`config.mk`:
```
export PLATFORM = sky130hd
export DESIGN_NAME = knn_topk_select
export DESIGN_NICKNAME = d
export VERILOG_FILES = /design/src/rtl/knn_topk_select.sv
export SDC_FILE = /design/constraint.sdc
export NUM_CORES = 1
export LEC_CHECK = 0
export ABC_AREA = 1
export CAP_MARGIN = 20
export CORE_AREA = 4 4 153 155
export DETAILED_ROUTE_END_ITERATION = 7
export DIE_AREA = 0 0 157 159
export PLACE_DENSITY = 0.87
export REMOVE_ABC_BUFFERS = 1
export SLEW_MARGIN = 0
export SYNTH_ARGS = -nofsm -noshare
export SYNTH_HDL_FRONTEND = slang
export SYNTH_SLANG_ARGS = --single-unit
```
`constraint.sdc`:
```
create_clock -name clk_in -period 11.9 [get_ports clk_in]
set_input_delay 2.38 -clock clk_in [delete_from_list [all_inputs] [get_ports clk_in]]
set_output_delay 2.38 -clock clk_in [all_outputs]
set_load 0.005 [all_outputs]
```
`src/rtl/knn_topk_select.sv`:
```
// -----------------------------------------------------------------------------
// knn_topk_select
//
// Keeps the K nearest candidates of one k-NN query. Squared distances arrive
// from the distance stage at up to one per cycle; each one is compared in
// parallel against a table held sorted ascending and, if it belongs in the
// top K, is inserted in a single cycle. When the query ends the table is
// drained nearest-first over a valid/ready port.
//
// Ports
//   clk_in            system clock
//   rst_in            synchronous active-high reset
//   query_start_in    pulse: clear the table and begin a new query
//   query_done_in     pulse: no more candidates for the current query
//   data_valid_in     candidate valid (single-cycle pulse)
//   distance_sq_in    unsigned 32-bit squared distance of the candidate
//   vertex_id_in      vertex ID paired with distance_sq_in
//   result_valid_out  result beat valid
//   result_ready_in   consumer accepts the current beat
//   result_dist_out   distance of the current beat
//   result_id_out     vertex ID of the current beat
//   result_rank_out   rank of the current beat (0 = nearest)
//   result_last_out   final beat of this query
//   fill_count_out    number of valid table entries (saturates at K)
//   busy_out          high while collecting or draining
//   done_out          one-cycle pulse once the query result is fully delivered
// -----------------------------------------------------------------------------
module knn_topk_select #(
  parameter int K        = 4,
  parameter int ID_WIDTH = 16
) (
  input  logic                   clk_in,
  input  logic                   rst_in,
  input  logic                   query_start_in,
  input  logic                   query_done_in,
  input  logic                   data_valid_in,
  input  logic [31:0]            distance_sq_in,
  input  logic [ID_WIDTH-1:0]    vertex_id_in,
  output logic                   result_valid_out,
  input  logic                   result_ready_in,
  output logic [31:0]            result_dist_out,
  output logic [ID_WIDTH-1:0]    result_id_out,
  output logic [$clog2(K)-1:0]   result_rank_out,
  output logic                   result_last_out,
  output logic [$clog2(K+1)-1:0] fill_count_out,
  output logic                   busy_out,
  output logic                   done_out
);

  localparam int RANK_W = $clog2(K);
  localparam int FILL_W = $clog2(K + 1);

  typedef enum logic [1:0] {
    IDLE    = 2'd0,
    COLLECT = 2'd1,
    DRAIN   = 2'd2
  } state_t;

  // Sorted table: entry 0 is the nearest. Valid entries are always packed
  // at the low indices, so ent_valid reads as a thermometer code.
  logic [31:0]         ent_dist  [K];
  logic [ID_WIDTH-1:0] ent_id    [K];
  logic [K-1:0]        ent_valid;

  state_t              state_q, state_d;
  logic [FILL_W-1:0]   fill_q, fill_d;
  logic [FILL_W-1:0]   rd_idx_q;
  logic                done_q, done_d;

  logic [K-1:0]        goes_before;  // candidate sorts strictly ahead of entry i
  logic                accept;       // candidate earns a place in the table
  logic                table_clear;
  logic                ins_en;
  logic                handshake;

  // ---------------------------------------------------------------------------
  // Parallel compare. An empty slot always accepts, so 32'hFFFF_FFFF is
  // insertable. Strict less-than keeps equal-distance older entries first.
  // Because the table is sorted, goes_before is monotonic: once set at index
  // i it stays set for every higher index.
  // ---------------------------------------------------------------------------
  always_comb begin
    for (int i = 0; i < K; i++) begin
      goes_before[i] = !ent_valid[i] || (distance_sq_in < ent_dist[i]);
    end
  end

  // The last slot accepts exactly when the candidate belongs anywhere.
  assign accept    = goes_before[K-1];
  assign handshake = result_valid_out && result_ready_in;

  // ---------------------------------------------------------------------------
  // Next-state / control
  // ---------------------------------------------------------------------------
  // NOTE: every signal written here gets a default first, so no path through
  // the case statement can leave one unassigned and infer a latch.
  always_comb begin
    state_d     = state_q;
    table_clear = 1'b0;
    ins_en      = 1'b0;
    done_d      = 1'b0;
    fill_d      = fill_q;

    unique case (state_q)
      IDLE: begin
        if (query_start_in) begin
          state_d     = COLLECT;
          table_clear = 1'b1;
        end
      end

      COLLECT: begin
        if (query_start_in) begin
          // Restart wins over a coincident query_done_in.
          table_clear = 1'b1;
        end else begin
          // A candidate arriving with query_done_in is still inserted.
          ins_en = data_valid_in && accept;
          if (ins_en && !ent_valid[K-1]) begin
            fill_d = fill_q + FILL_W'(1);
          end
          if (query_done_in) begin
            if (fill_d != '0) begin
              state_d = DRAIN;
            end else begin
              state_d = IDLE;
              done_d  = 1'b1;
            end
          end
        end
      end

      DRAIN: begin
        if (handshake && result_last_out) begin
          state_d = IDLE;
          done_d  = 1'b1;
        end
      end

      default: state_d = IDLE;
    endcase

    if (table_clear) begin
      fill_d = '0;
    end
  end

  // ---------------------------------------------------------------------------
  // Control registers
  // ---------------------------------------------------------------------------
  // NOTE: sequential state uses non-blocking assignments so every register
  // samples the pre-edge values of the others, independent of statement order.
  always_ff @(posedge clk_in) begin
    if (rst_in) begin
      state_q  <= IDLE;
      fill_q   <= '0;
      rd_idx_q <= '0;
      done_q   <= 1'b0;
    end else begin
      state_q <= state_d;
      fill_q  <= fill_d;
      done_q  <= done_d;
      if (state_q != DRAIN) begin
        rd_idx_q <= '0;
      end else if (handshake) begin
        rd_idx_q <= rd_idx_q + FILL_W'(1);
      end
    end
  end

  // ---------------------------------------------------------------------------
  // Table storage with single-cycle insert-and-shift. Slot i takes the
  // candidate when it is the first slot the candidate beats, or takes the old
  // slot i-1 when the candidate also beat i-1. The old last entry falls off.
  // ---------------------------------------------------------------------------
  // NOTE: the table is reset explicitly because it is only K entries of flops,
  // and downstream logic expects invalid entries to read dist=all-ones, id=0.
  always_ff @(posedge clk_in) begin
    if (rst_in || table_clear) begin
      for (int i = 0; i < K; i++) begin
        ent_dist[i] <= '1;
        ent_id[i]   <= '0;
      end
      ent_valid <= '0;
    end else if (ins_en) begin
      if (goes_before[0]) begin
        ent_dist[0]  <= distance_sq_in;
        ent_id[0]    <= vertex_id_in;
        ent_valid[0] <= 1'b1;
      end
      for (int i = 1; i < K; i++) begin
        if (goes_before[i-1]) begin
          ent_dist[i]  <= ent_dist[i-1];
          ent_id[i]    <= ent_id[i-1];
          ent_valid[i] <= ent_valid[i-1];
        end else if (goes_before[i]) begin
          ent_dist[i]  <= distance_sq_in;
          ent_id[i]    <= vertex_id_in;
          ent_valid[i] <= 1'b1;
        end
      end
    end
  end

  // ---------------------------------------------------------------------------
  // Outputs. Beats come straight from the table indexed by the read pointer,
  // so they are naturally stable while the consumer stalls. Outside DRAIN the
  // result port is forced to zero.
  // ---------------------------------------------------------------------------
  always_comb begin
    result_valid_out = (state_q == DRAIN);
    result_dist_out  = '0;
    result_id_out    = '0;
    result_rank_out  = '0;
    result_last_out  = 1'b0;
    if (result_valid_out) begin
      result_dist_out = ent_dist[rd_idx_q[RANK_W-1:0]];
      result_id_out   = ent_id[rd_idx_q[RANK_W-1:0]];
      result_rank_out = rd_idx_q[RANK_W-1:0];
      result_last_out = (rd_idx_q == fill_q - FILL_W'(1));
    end
  end

  assign fill_count_out = fill_q;
  assign busy_out       = (state_q != IDLE);
  assign done_out       = done_q;

endmodule

```
# Yosys cells after proc, flatten, opt, wreduce, memory -nomap -nowiden
# Memory sizes are Yosys's and may differ from the RTL's. A register that Yosys moved wholly into a read port is not among the register bits.
# Index checks and enable logic that the tools add are counted.
[op_classes] n_bitwise=15 n_eq_ne=8 magnitude_cmp=4 n_mux=73 addsub=3 reduce_logical=28
[op_table] op="$mux W32" n=8
[op_table] op="$lt A32 B32 Y1" n=4
[op_table] op="$mux W16" n=8
[op_table] op="$mux W1" n=42
[op_table] op="$mux W2" n=10
[op_table] op="$or A1 B1 Y1" n=14
[op_table] op="$reduce_and A2 Y1" n=5
[op_table] op="$mux W3" n=3
[op_table] op="$ne A2 B2 Y1 const B" n=4
[op_table] op="$reduce_bool A2 Y1" n=4
[op_table] op="$add A3 B1 Y3 const B" n=2
[op_table] op="$pmux W2 S3" n=1
[op_table] op="$reduce_or A2 Y1" n=3
[op_table] op="$logic_or A1 B1 Y1" n=5
[op_table] op="$logic_and A1 B1 Y1" n=4
[op_table] op="$logic_not A1 Y1" n=4
[op_table] op="$reduce_and A4 Y1" n=1
[op_table] op="$eq A3 B3 Y1" n=1
[op_table] op="$reduce_bool A3 Y1" n=1
[op_table] op="$sub A3 B1 Y3 const B" n=1
[op_table] op="$eq A2 B1 Y1 const B" n=1
[op_table] op="$eq A2 B2 Y1 const B" n=1
[op_table] op="$logic_not A2 Y1" n=1
[op_table] op="$ne A2 B1 Y1 const B" n=1
[op_table] op="2 further kinds" n=2
[totals] inputBits=54 ramBits=192 output_inout_bits=57 elab_cells=141 reg_bits=13 mem_count=2
[memory_table] memory="ent_dist" words=4 width=32 rd=5 rd_clocked_by_memory_dff=1 write_ports=4 line_no="61" source="logic [31:0] ent_dist [K];"
[memory_table] memory="ent_id" words=4 width=16 rd=4 rd_clocked_by_memory_dff=1 write_ports=4 line_no="62" source="logic [ID_WIDTH-1:0] ent_id [K];"

# Depth between registers and ports, before layout
# Gate-level depths: netlist (run 1).
[logic_depth] word_depth=12 ltp_mapped=20

# Worst setup path after synthesis (run 1)
# OpenSTA, ideal clock, no wires.
[synth_path] path_kind="input port to flip-flop" start="input port distance_sq_in[27]" end="memory ent_dist[0][0], enable pin" n_path_buf=1 required_time_ns=11.380 arrival_ns=6.925 cell_stages=9 path_slack_ns=4.455 setup_ns=0.520 path_cell_list="ha_1 > a21oi_1 > o21ai_0 > nand2_1 > o211ai_1 > nor2_1 > a21oi_4 > clkbuf_1 > o21ai_0"
[synth_lines] item="start, declared" line_no="37" source="input logic [31:0] distance_sq_in,"
[synth_lines] item="end, declared" line_no="61"

==> results, run 1 <==
- Summing the areas of all fa, ha and maj instances in the mapped netlist gives 11.6% of the synthesized area.
- For the worst-skew pair, the clock arrives at the later sink with an insertion delay of roughly 0.52 ns.
- The final setup TNS is 0 ns.
- The number of buffer cells added on primary ports is 110.
- The part of the cycle the worst path needs is 57.0%.
- The iteration count of the initial detailed-routing pass is 6.
- The type of the worst min-delay path is register to register.
- The library cell used most frequently in the layout, excluding fill and tap cells, is sky130_fd_sc_hd__nand2_1.
- The worst path setup slack after routing is about 5.1 ns.
- Synthesis produced ~1.8k cells.
- The total wire length is around 39 mm.
- The critical path is of the input port to register type.
- The number of cells on the worst reg-to-reg path is 14.
- The floorplan step defined a die boundary enclosing 25,000 um^2.
- The net count of the finished layout is approximately 2k.
- The tree built by TritonCTS fans out to 207 sinks.
- The residual antenna-violating net count after detailed routing is 0.
- STA classifies the critical path startpoint as an input port.
- The biggest fanout along the worst timing path is 49.
- In this run, synthesis inferred roughly 190 flip-flops with an integrated enable.
- Summing the areas of all xor and xnor instances in the mapped netlist gives 0.376% of the synthesized area.
- Headroom to the max-slew limit came out at about a quarter.
- The post-synthesis cell area is about 14,000 um^2.
- The top flip-flop cell by instance count after synthesis is sky130_fd_sc_hd__edfxtp_1.
- The number of register bits inferred by synthesis is between 200 and 250.
- The sequential cell area in the final layout is approximately 6100 um^2.
- The count of cells resized by post-cts repair is 0.
- The pin slew with the least headroom to its limit is 1.15 ns.
- The achievable clock frequency is approximately 150 MHz.
- The post-synthesis to final-layout area growth is 14.8%.
- The area fraction of the dominant cell type after synthesis is between 40% and 50%.
- The post-synthesis sequential area ratio is a little over two fifths.
- By area, the combinational part of the netlist is dominated by simple AND/OR/NAND/NOR gates.
- The arrival time at the worst endpoint is approximately 6.9 ns.
- The clock transition time at the flip-flop clock pins of the worst setup and hold paths is about 0.060 ns.
- The number of buffers added to fix hold violations after cts is 0.
- The area of the multi-input gates is around 6500 um^2.
- Setup repair after global routing left no endpoint under its margin.
- The total overflow reported by the global router is 0.
- The number of antenna violations at the first check in global routing is 0.
- The clock root buffer master is sky130_fd_sc_hd__clkbuf_16.
- In this run the count of I/O pins placed on the die edge is approximately 110.
- The proportion of layout cells with a drive suffix above 1 is under 10%.
- The number of vias after detailed routing is 12.7k.
- The run finished with clean final reports.
- By area the synthesized netlist is led by sky130_fd_sc_hd__edfxtp_1, sky130_fd_sc_hd__nand2_1, sky130_fd_sc_hd__ha_1.
- Summed over all nets, the half-perimeter wirelength after detailed placement is around 24 mm.
- For this configuration, the core starts out at a cell density of 64.1%.
- The row count is between 50 and 60.
- For this run, the share of the core covered by cells in the final layout is approximately three quarters.
- The filler cells instantiated in the layout total approximately 1.6k.
- The final number of max-transition violations came to 0.
- The multiplexer share of the synthesized area is 0%.
- The number of hold-slack violations in the final timing report was 0.
- For this block, the initial DRC count from the detailed router was about 1.4k.
- Post-CTS timing repair inserted 0 buffers for setup.
- The leading area contributor after synthesis is sky130_fd_sc_hd__edfxtp_1.
- The placer's final routability congestion estimate is 0.894.
- The average instance area after synthesis is approximately 7.9 um^2.
- The number of different library cells used by synthesis comes to 34.
- The fraction of the mapped netlist area in simple logic gates is approximately a fifth.
- The number of violations of the max-capacitance limit is 0.
- After detailed routing, the average wire length per cell comes to roughly 18 um.
- The CTS buffer count is 24.
- The library cells used most frequently in the layout, excluding fill and tap cells, are sky130_fd_sc_hd__nand2_1, sky130_fd_sc_hd__inv_1, sky130_fd_sc_hd__a21oi_1, sky130_fd_sc_hd__edfxtp_1, sky130_fd_sc_hd__ha_1.
- For this design the static power due to leakage is 7.51 nW.
- The first global-routing pass estimated ~63 mm of wire.
- The setup violation total in the final timing report is 0.
- The Yosys step of the flow raised 0 warnings.
- The number of global-route vias before repair came to between 10k and 15k.
- The CTS tree is done.
- The post-layout minimum cycle time is between 6 and 7 ns.
- The antenna cell count is 0.
- Dividing total power by cell area gives a power density of about 130 nW/um^2.
- In this run the number of H-tree levels came out at 1.
- Global routing consumed, over all layers together, 30.7% of the routing resources.
- Clock skew on the completed layout was measured at around 0.0083 ns.
- Counting flops with an async set or reset pin after synthesis yields a share of 0%.
- The vertical die dimension is approximately 160 um.
- Hold is met by approximately 0.51 ns.
- The die is about 160 um wide.
- OpenSTA, run right after detailed placement, puts the worst setup slack at 4.86 ns.
- The total core area is roughly 22,000 um^2.
- The detailed-route vias per instance is 5.97.
- The worst-case IR drop observed on VDD is roughly 0.11 mV.
- The maximum number of pins on one net before global-route repair is 83.
- Summing the areas of all compound-gate instances in the mapped netlist gives between 10 and 15% of the synthesized area.
- The number of stages on the worst hold path is 2.
- The required time at the worst-slack endpoint is approximately 12 ns.
- The number of buffers on the longest clock path is 3.
- The endpoint type of the worst setup path is a register.
- For this run, design rule violations remaining after detail routing come to 0.
[synth_stat cells, drive strengths merged, types with 2 or more instances]
cell    count
nand2     456
inv       271
a21oi     230
edfxtp    192
o21ai     135
ha        130
nor2       95
nand3      64
nand4      58
buf        48
clkbuf     43
dfxtp      15
nor3        6
nor4        5
o211ai      4
xor2        4
a211oi      2
nand3b      2
o21a        2
o22ai       2
xnor2       2
[stage by stage]
stage	total power, mW	cell area [um^2]	instances
floorplan	1.15	13600	1678
global placement	1.36	15200	2085
detailed placement	1.38	15200	2085
CTS	2.16	16000	2129
global route	2.25	16100	2130
finish	2.17	16100	2130
[registers in the layout, summed over array words and instances, names as in the netlist, named ones only]
| name | flops |
|---|---|
| ent_dist | 128 |
| ent_id | 64 |
| ent_valid | 4 |
| fill_count_out | 3 |
| rd_idx_q | 3 |
| state_q | 2 |
| done_out | 1 |
[critical path, cell delays in order]
cell and delay (ns):
sky130_fd_sc_hd__clkdlybuf4s50_1 0.72, sky130_fd_sc_hd__ha_1 0.32, sky130_fd_sc_hd__a21oi_1 0.15, sky130_fd_sc_hd__o21ai_0 0.13, sky130_fd_sc_hd__nand2_1 0.09, sky130_fd_sc_hd__nand3_1 0.06
sky130_fd_sc_hd__a21oi_1 0.31, sky130_fd_sc_hd__a21oi_4 0.14, sky130_fd_sc_hd__nor2_4 0.09, sky130_fd_sc_hd__buf_4 0.52, sky130_fd_sc_hd__nand3_1 0.80, sky130_fd_sc_hd__buf_4 0.50
sky130_fd_sc_hd__nand3_2 0.09, sky130_fd_sc_hd__buf_4 0.61
[power by group]
| part | switching, mW | internal [mW] |
|---|---|---|
| Combinational | 0.309 | 0.159 |
| Sequential | 0.0272 | 0.882 |
| Clock | 0.300 | 0.490 |
| Total | 0.636 | 1.53 |
[path summary, 6_finish.rpt]
| path | slack, ns | start | endpoint |
|---|---|---|---|
| worst min register to register | 0.51 | rd_idx_q[2] | rd_idx_q[2] |
| worst max register to register | 7.21 | ent_dist[2][19] | ent_dist[2][28] |
| worst max-delay path | 5.12 | distance_sq_in[17] | ent_dist[2][28] |
| worst min-delay path | 0.51 | rd_idx_q[2] | rd_idx_q[2] |
[cell type report]
class / count / share of cell area, %
well taps: 280 / 2.18
clock inverters: 14 / 1.16
flip-flops and latches: 207 / 37.8
repair buffers: 128 / 7.82
multi-input cells: 1200 / 40.7
clock buffers: 30 / 4.01
inverters: 271 / 6.33
[metal layers]
| layer | up-vias | track usage, % | part of all wire, % | wire [um] |
|---|---|---|---|---|
| met5 | - | 0 | 0 | 0 |
| met4 | 0 | 11.8 | 3.2 | 1260 |
| met3 | 106 | 4.62 | 11 | 4190 |
| met2 | 773 | 51.1 | 48 | 18500 |
| met1 | 5797 | 40.4 | 38 | 14800 |
| li1 | 6032 | - | - | - |
[kinds of logic after synthesis]
logic type | Yosys count
buf+inv | 362
simple gates | 688
xor+xnor | 6
fa+ha+maj | 130
compound gates | 376
flops | 207
Note: power is estimated with default switching activity, not from simulation.
==> run 2, diff against run 1 <==
- CORE_AREA: 4 4 153 155 -> 4 4 166 168
- DIE_AREA: 0 0 157 159 -> 0 0 170 172
- PLACE_DENSITY: 0.87 -> 0.78
- clock period: 11.9 -> 5.6 ns (I/O delays scaled with it)
==> run 2 against run 1 <==
- register-to-register slack got worse by 5.2 ns
- highest routed layer is now met5
- global-route usage decreased by 4.6 points
- routed wire length about the same
- largest cell class unchanged
- clock power increased by 80%
- critical endpoint is now ent_dist[1][13]
- first-iteration DRC count decreased by 17%
==> results, run 2 (synthesis gave the netlist of run 1 again) <==
- The hold slack is 0.524 ns (+0.00887 ns).
- The largest register by flop count is ent_dist.
- The mean routed wirelength per cell is 17.7 um (-2.9%).
- The final number of max-transition violations is 0 (unchanged).
- The worst-skew pair later-pin latency is 0.51 ns (about the same).
- The area of the multi-input gates came to 6540 um^2 (unchanged).
- The worst path setup slack after routing is 1.17 ns (-3.95 ns).
- The switching power summed over all nets is 1.33 mW (+110%).
- The number of fillers in the final layout is 2,170 (+34%).
- In the layout the commonest cells are sky130_fd_sc_hd__nand2_1, sky130_fd_sc_hd__inv_1, sky130_fd_sc_hd__a21oi_1, sky130_fd_sc_hd__edfxtp_1, sky130_fd_sc_hd__ha_1.
- The critical path is of the input port to register type.
- The count of non-filler cells in the finished layout is 2,191 (+2.9%).
- The number of hold-slack violations in the final timing report came to 0 (unchanged).
- The row count is 59 (+9.3%).
- The total power per unit cell area is 271 nW/um^2 (+100%).
- The count of cells resized by post-cts repair came to 0 (unchanged).
- In this design, the critical path's most frequently occurring cell is sky130_fd_sc_hd__nand2_1.
- The sequential cell area in the final layout is 6070 um^2 (unchanged).
- In the final layout, the registers with the most flip-flops are ent_dist x128, ent_id x64, ent_valid x4.
- The combinational cell fraction of total power is 23.2% (+1.6 points).
- The number of buffers added to fix hold violations after cts is 0 (unchanged).
- The worst setup slack for register-to-register paths came to 2.05 ns (-5.16 ns).
- The instance count after placement with tap cells included was 2,148 (+3.0%).
- The total power was 4.36 mW (+100%).
- TritonCTS built the clock tree.
- The clock transition time at the flip-flop clock pins of the worst setup and hold paths was 0.06 ns (about the same).
- The total wire length is 38.8 mm (about the same).
- The biggest fanout along the worst timing path is 80 (+63%).
- The x dimension of the die is 170 um (+8.3%).
- The worst max-slew margin expressed relative to the limit is 41.7% (+18 points).
- The iteration count of the initial detailed-routing pass is 5 (-1).
- The number of design rule violations left after detail routing came to 0 (unchanged).
- The CTS buffer count is 23 (-4.2%).
- The required time at the worst-slack endpoint is 5.87 ns (-6.18 ns).
- The relative contribution of sequential cells to total power is 44.3% (+2.3 points).
- The total core area came to 25,900 um^2 (+19%).
- STA classifies the critical path endpoint as a register.
- The proportion of layout cells with a drive suffix above 1 is 4.69% (+0.47 points).
- The signal on the critical path passes through clkdlybuf4s50_1 -> ha_1 -> a21oi_1 -> o21ai_0 -> a21oi_1 -> nand2_1 -> nand2_1 -> nand2_1 -> nand2_2 -> nand3_2 -> nor2_4 -> buf_4 -> nand2_1 -> nand2_1 -> inv_1.
- The number of violations of the max-capacitance limit is 0 (unchanged).
- The number of global-route vias before repair is 12.3k (-3.4%).
- The vertical die dimension is 172 um (+8.2%).
- The antenna cell count is 0 (unchanged).
- The total clock sinks is 207 (unchanged).
- The largest stage delay on the critical path is 0.71 ns (-0.09 ns).
- The flip-flop count of the largest register after layout is 128 (unchanged).
- The number of H-tree branching levels is 1 (unchanged).
- The setup violation total in the final timing report is 0 (unchanged).
- The maximum VDD drop was 0.245 mV (+120%).
- The leakage component of the power is 7.49 nW (-0.26%).
- The setup fix buffers added after clock tree synthesis came to 0 (unchanged).
- The switching share of power is 30.5% (+1.1 points).
- The type of the worst min-delay path is register to register.
- The detailed-route vias per instance is 5.77 (-3.2%).
- The arrival time at the worst endpoint is 4.70 ns (-2.23 ns).
- The residual antenna-violating net count after detailed routing is 0 (unchanged).
- The cell sitting at the root of the clock tree is a sky130_fd_sc_hd__clkbuf_16.
- The number of antenna violations at the first check in global routing was 1 (+1).
- The total overflow reported by the global router was 0 (unchanged).
- The placer's final routability congestion estimate is 0.943 (+5.5%).
- The flow ran to the end, and the final reports show no timing, DRC or antenna violations.
- The placement-stage worst setup slack is 0.790 ns (-4.07 ns).
- The internal cell power is 3.03 mW (+98%).
- The wire length of the first global-routing pass is 62.2 mm (-1.2%).
- Dividing the final minimum period by the clock period gives between 70% and 80%.
- The I/O pin total is 111 (unchanged).
- The setup skew after layout is 0.0140 ns (+0.00566 ns).
- The number of vias after detailed routing is 12.7k (-0.44%).
- The share of total power in the clock network was 32.5% (-3.9 points).
- The final setup TNS is 0 ns (unchanged).
- The number of buffers on the longest clock path is 3 (unchanged).
- The HPWL reported at the end of detailed placement is 25.5 mm (+5.4%).
- The number of buffer cells added on primary ports is 110 (unchanged).
- Setup repair after global routing left no endpoint under its margin.
- The achievable clock frequency is between 200 and 250 MHz.
- Among all stages on the critical path, the largest delay is contributed by sky130_fd_sc_hd__buf_4.
- The die outline area was 29,200 um^2 (+17%).
- The effective utilization at floorplan is 54.0% (-10 points).
- The pin slew with the least headroom to its limit is 0.874 ns (-0.271 ns).
- Subtracting the final worst setup slack from the clock period gives 4.43 ns.
- The library cell used most frequently in the layout, excluding fill and tap cells, is sky130_fd_sc_hd__nand2_1.
- The post-synthesis to final-layout area growth is 14.9% (about the same).
- The maximum number of pins on one net before global-route repair is 82 (-1.2%).
- The violation count after the first detailed-routing iteration is 1,142 (-17%).
- The global-route total usage across every layer came to 26.1% (-4.6 points).
- The number of nets in the final layout is 2,023 (+0.35%).
- The sort of element at the start of the critical path is an input port.
==> run 2: changes by cell type in the layout (fill, tap and decap cells not counted), moves of 3 or more <==
cell	delta
sky130_fd_sc_hd__clkinv_1	-7
sky130_fd_sc_hd__clkinv_2	+4
sky130_fd_sc_hd__buf_12	+3
sky130_fd_sc_hd__clkbuf_1	+4
sky130_fd_sc_hd__buf_4	+6
sky130_fd_sc_hd__bufinv_16	-5
==> run 2: power groups by stage <==
stage / combinational, mW / clock, mW / sequential, mW
final: 1.01 / 1.42 / 1.93
after CTS: 0.993 / 1.43 / 1.93
after global placement: 0.970 / 0 / 1.95
after floorplan: 0.461 / 0 / 1.98
after global routing: 1.10 / 1.50 / 1.94
after detailed placement: 0.984 / 0 / 1.96
==> run 2: path summary, 6_finish.rpt <==
check / start / end / cells past startpoint
setup / recovery: distance_sq_in[15] / ent_dist[1][13] / 15
hold / removal: ent_valid[1] / ent_valid[2] / 2
setup reg to reg: ent_dist[3][15] / ent_dist[1][13] / 15
hold reg to reg: ent_valid[1] / ent_valid[2] / 2
==> run 2: routing by layer <==
| layer | vias to the layer above | routed length (um) | track usage, % |
|---|---|---|---|
| met5 | - | 13 | 0 |
| met4 | 2 | 1020 | 9.20 |
| met3 | 81 | 3490 | 3.93 |
| met2 | 613 | 18400 | 43.8 |
| met1 | 5912 | 15900 | 34.6 |
| li1 | 6044 | - | - |
==> run 2: critical path, delay by kind of cell <==
family	cells	cell delay, ns
AND/OR/NAND/NOR	8	1.33
buffers and inverters	3	1.40
adder cells (fa/ha/maj)	1	0.31
AO/OA/AOI/OAI	3	0.49
==> run 2: area by class of cell <==
type	count	area share [%]
multi-input combinational	1200	40.7
tap	335	2.61
timing repair buffer	136	8.30
inverter	271	6.33
clock inverter	8	0.288
clock buffer	34	4.03
sequential	207	37.8
==> run 2: through the flow <==
step | instance area (um^2) | util, %
6_report | 16100 | 62.0
5_1_grt | 16100 | 62.0
4_1_cts | 16100 | 62.0
3_5_place_dp | 15400 | 59.3
3_3_place_gp | 15400 | 59.3
2_1_floorplan | 13600 | -
==> run 3, diff against run 2 <==
- clock period: 5.6 -> 3.7 ns (I/O delays scaled with it)
==> run 3 against run 2 <==
- via count rose by 0.61%
- hold slack improved by 0.0024 ns
- critical path depth fell by 11
- routed wire length rose by 1.5%
- largest power group unchanged
- first-iteration DRC count rose by 12%
- combinational power rose by 62%
==> results, run 3 (synthesis gave the netlist of run 1 again) <==
- The largest stage delay on the critical path is 0.66 ns (-0.05 ns).
- The CTS buffer count is 24 (+4.3%).
- The clock transition time at the flip-flop clock pins of the worst setup and hold paths is 0.06 ns (about the same).
- The I/O pin total was 111 (unchanged).
- The final setup TNS was 0 ns (unchanged).
- The number of fillers in the final layout is 2,092 (-3.6%).
- The total power was 7.05 mW (+62%).
- The leakage component of the power was 7.82 nW (+4.5%).
- The proportion of layout cells with a drive suffix above 1 is 6.84% (+2.2 points).
- The worst reg2reg path startpoint is ent_dist[3][5].
- In the final layout, the registers with the most flip-flops are ent_dist x128, ent_id x64, ent_valid x4.
- The worst register-to-register path ends at ent_dist[1][25].
- The smallest clock period supported by the final layout is computed as approximately 3.4 ns.
- The number of buffers on the longest clock path is 3 (unchanged).
- The final critical path takes up 90.8% of the cycle.
- The total clock sinks is 207 (unchanged).
- Traced cell by cell, the critical path runs through buf_4 -> o21ai_0 -> a21oi_1 -> clkdlybuf4s50_1.
- The worst setup slack for register-to-register paths is 0.93 ns (-1.12 ns).
- The number of hold-slack violations in the final timing report is 0 (unchanged).
- Setup repair after global routing left no endpoint under its margin.
- The required time at the worst-slack endpoint was 2.96 ns (-2.91 ns).
- The setup fix buffers added after clock tree synthesis is 0 (unchanged).
- The count of cells resized by post-cts repair was 0 (unchanged).
- The total core area is 25,900 um^2 (unchanged).
- The number of stages on the worst hold path is 2 (unchanged).
- The x dimension of the die is 170 um (unchanged).
- The number of violations of the max-capacitance limit is 0 (unchanged).
- The effective utilization at floorplan is 54.0% (unchanged).
- The vertical die dimension is 172 um (unchanged).
- The maximum VDD drop is 0.329 mV (+34%).
- The number of buffer cells added on primary ports was 110 (unchanged).
- The CTS tree is done.
- Derived from the worst setup path, the maximum achievable clock frequency is 298 MHz.
- The die outline area is 29,200 um^2 (unchanged).
- The number of cells on the worst reg-to-reg path is 17 (+2).
- The class of the most critical setup path is register to primary output.
- The number of global-route vias before repair is 12.6k (+1.9%).
- The number of buffers added to fix hold violations after cts is 0 (unchanged).
- The number of antenna violations at the first check in global routing is 0 (-1).
- The final design utilization is 64.5% (+2.5 points).
- The worst setup path is launched from a register.
- The pin slew with the least headroom to its limit came to 0.838 ns (-0.0361 ns).
- Relative to the synthesized area, the layout overhead comes to 19.4%.
- The hold slack is 0.526 ns (+0.00238 ns).
- The mean routed wirelength per cell is 17.6 um (-0.52%).
- The critical hold path startpoint is ent_valid[1].
- The number of H-tree branching levels came to 1 (unchanged).
- The path class of the tightest hold or removal check is register to register.
- The setup skew after layout is 0.0119 ns (-0.00209 ns).
- The placer's final routability congestion estimate was 0.933 (-1.1%).
- The total overflow reported by the global router is 0 (unchanged).
- The HPWL reported at the end of detailed placement is 26.7 mm (+4.6%).
- The number of design rule violations left after detail routing was 0 (unchanged).
- The final number of max-transition violations was 0 (unchanged).
- The library cell used most frequently in the layout, excluding fill and tap cells, is sky130_fd_sc_hd__nand2_1.
- The maximum number of pins on one net before global-route repair is 82 (unchanged).
- The row count is 59 (unchanged).
- The number of vias after detailed routing is 12.7k (+0.61%).
- The largest register by flop count is ent_dist.
- The violation count after the first detailed-routing iteration came to 1,280 (+12%).
- The instance count after placement with tap cells included is 2,191 (+2.0%).
- The flip-flop count of the largest register after layout came to 128 (unchanged).
- The residual antenna-violating net count after detailed routing was 0 (unchanged).
- The total power per unit cell area is 422 nW/um^2 (+56%).
- The worst-skew pair later-pin latency is 0.52 ns (about the same).
- The endpoint type of the worst setup path is a primary output.
- The arrival time at the worst endpoint is 2.62 ns (-2.08 ns).
- The number of nets in the final layout is 2,067 (+2.2%).
- The setup violation total in the final timing report is 0 (unchanged).
- Leaving out fill and tap cells, the most frequent cells in the layout are sky130_fd_sc_hd__nand2_1, sky130_fd_sc_hd__inv_1, sky130_fd_sc_hd__a21oi_1, sky130_fd_sc_hd__edfxtp_1, sky130_fd_sc_hd__ha_1.
- The detailed-route vias per instance was 5.69 (-1.4%).
- The biggest fanout along the worst timing path is 81 (+1.3%).
- The worst max-slew margin expressed relative to the limit is 44.1% (+2.4 points).
- On the critical path, the stage with the largest delay is an instance of sky130_fd_sc_hd__buf_4.
- The path with the worst hold slack has its endpoint at ent_valid[1].
- The iteration count of the initial detailed-routing pass is 5 (unchanged).
- The antenna cell count is 0 (unchanged).
- The cell sitting at the root of the clock tree is a sky130_fd_sc_hd__clkbuf_16.
- The total wire length is 39.4 mm (+1.5%).
- The global-route total usage across every layer is 26.5% (+0.48 points).
- The flow ran to the end, and the final reports show no timing, DRC or antenna violations.
- The count of non-filler cells in the finished layout is 2,236 (+2.1%).
- The wire length of the first global-routing pass is 63.2 mm (+1.6%).
[run 3: cell count changes in the layout (fill, tap and decap cells not counted), moves of 2 or more]
| cell | change |
|---|---|
| sky130_fd_sc_hd__clkinv_1 | +4 |
| sky130_fd_sc_hd__buf_4 | +28 |
| sky130_fd_sc_hd__clkbuf_1 | -2 |
| sky130_fd_sc_hd__buf_12 | +15 |
| sky130_fd_sc_hd__bufinv_16 | +4 |
| sky130_fd_sc_hd__clkinv_2 | -4 |
[run 3: final cells by class]
cell class                 count  area, um^2  area share [%]
inverter                     271        1020            6.09
timing repair buffer         179        1840            11.0
tap                          335         419            2.51
sequential                   207        6070            36.3
clock inverter                11         154           0.921
clock buffer                  33         666            3.98
multi-input combinational   1200        6540            39.1
[run 3: metal layers]
metal | GRT usage [%] | vias to the layer above | routed length (um)
met5 | 0 | - | 0
met4 | 6.94 | 0 | 910
met3 | 3.20 | 77 | 3860
met2 | 46.3 | 670 | 18900
met1 | 35.3 | 5849 | 15700
li1 | - | 6133 | -
[run 3: critical path, delay by kind of cell, from the launching register on]
| family | cells | cell delay (ns) |
|---|---|---|
| AO/OA/AOI/OAI | 2 | 0.53 |
| buffers and inverters | 2 | 1.22 |
| flip-flops | 1 | 0.34 |
[run 3: worst max-delay path by stage]
stage	end	from	cells past startpoint
2_1_floorplan	ent_dist[1][0]	query_start_in	7
3_3_place_gp	ent_dist[1][25]	distance_sq_in[3]	17
3_5_place_dp	ent_dist[1][4]	distance_sq_in[1]	19
4_1_cts	result_dist_out[18]	state_q[0]	5
5_1_grt	result_id_out[8]	register	6
6_report	result_dist_out[19]	register	4
[run 3: power breakdown]
part | internal, mW | switching [mW]
Combinational | 0.621 | 1.01
Clock | 1.53 | 0.962
Sequential | 2.83 | 0.0860
Total | 4.99 | 2.06
[run 3: through the flow]
| step | setup WS (ns) | area [um^2] |
|---|---|---|
| 6_report | 0.342 | 16700 |
| 3_3_place_gp | 0.0213 | 15900 |
| 2_1_floorplan | -3.17 | 13600 |
| 5_1_grt | 0.161 | 16700 |
| 4_1_cts | 0.122 | 16700 |
| 3_5_place_dp | -0.00816 | 15900 |
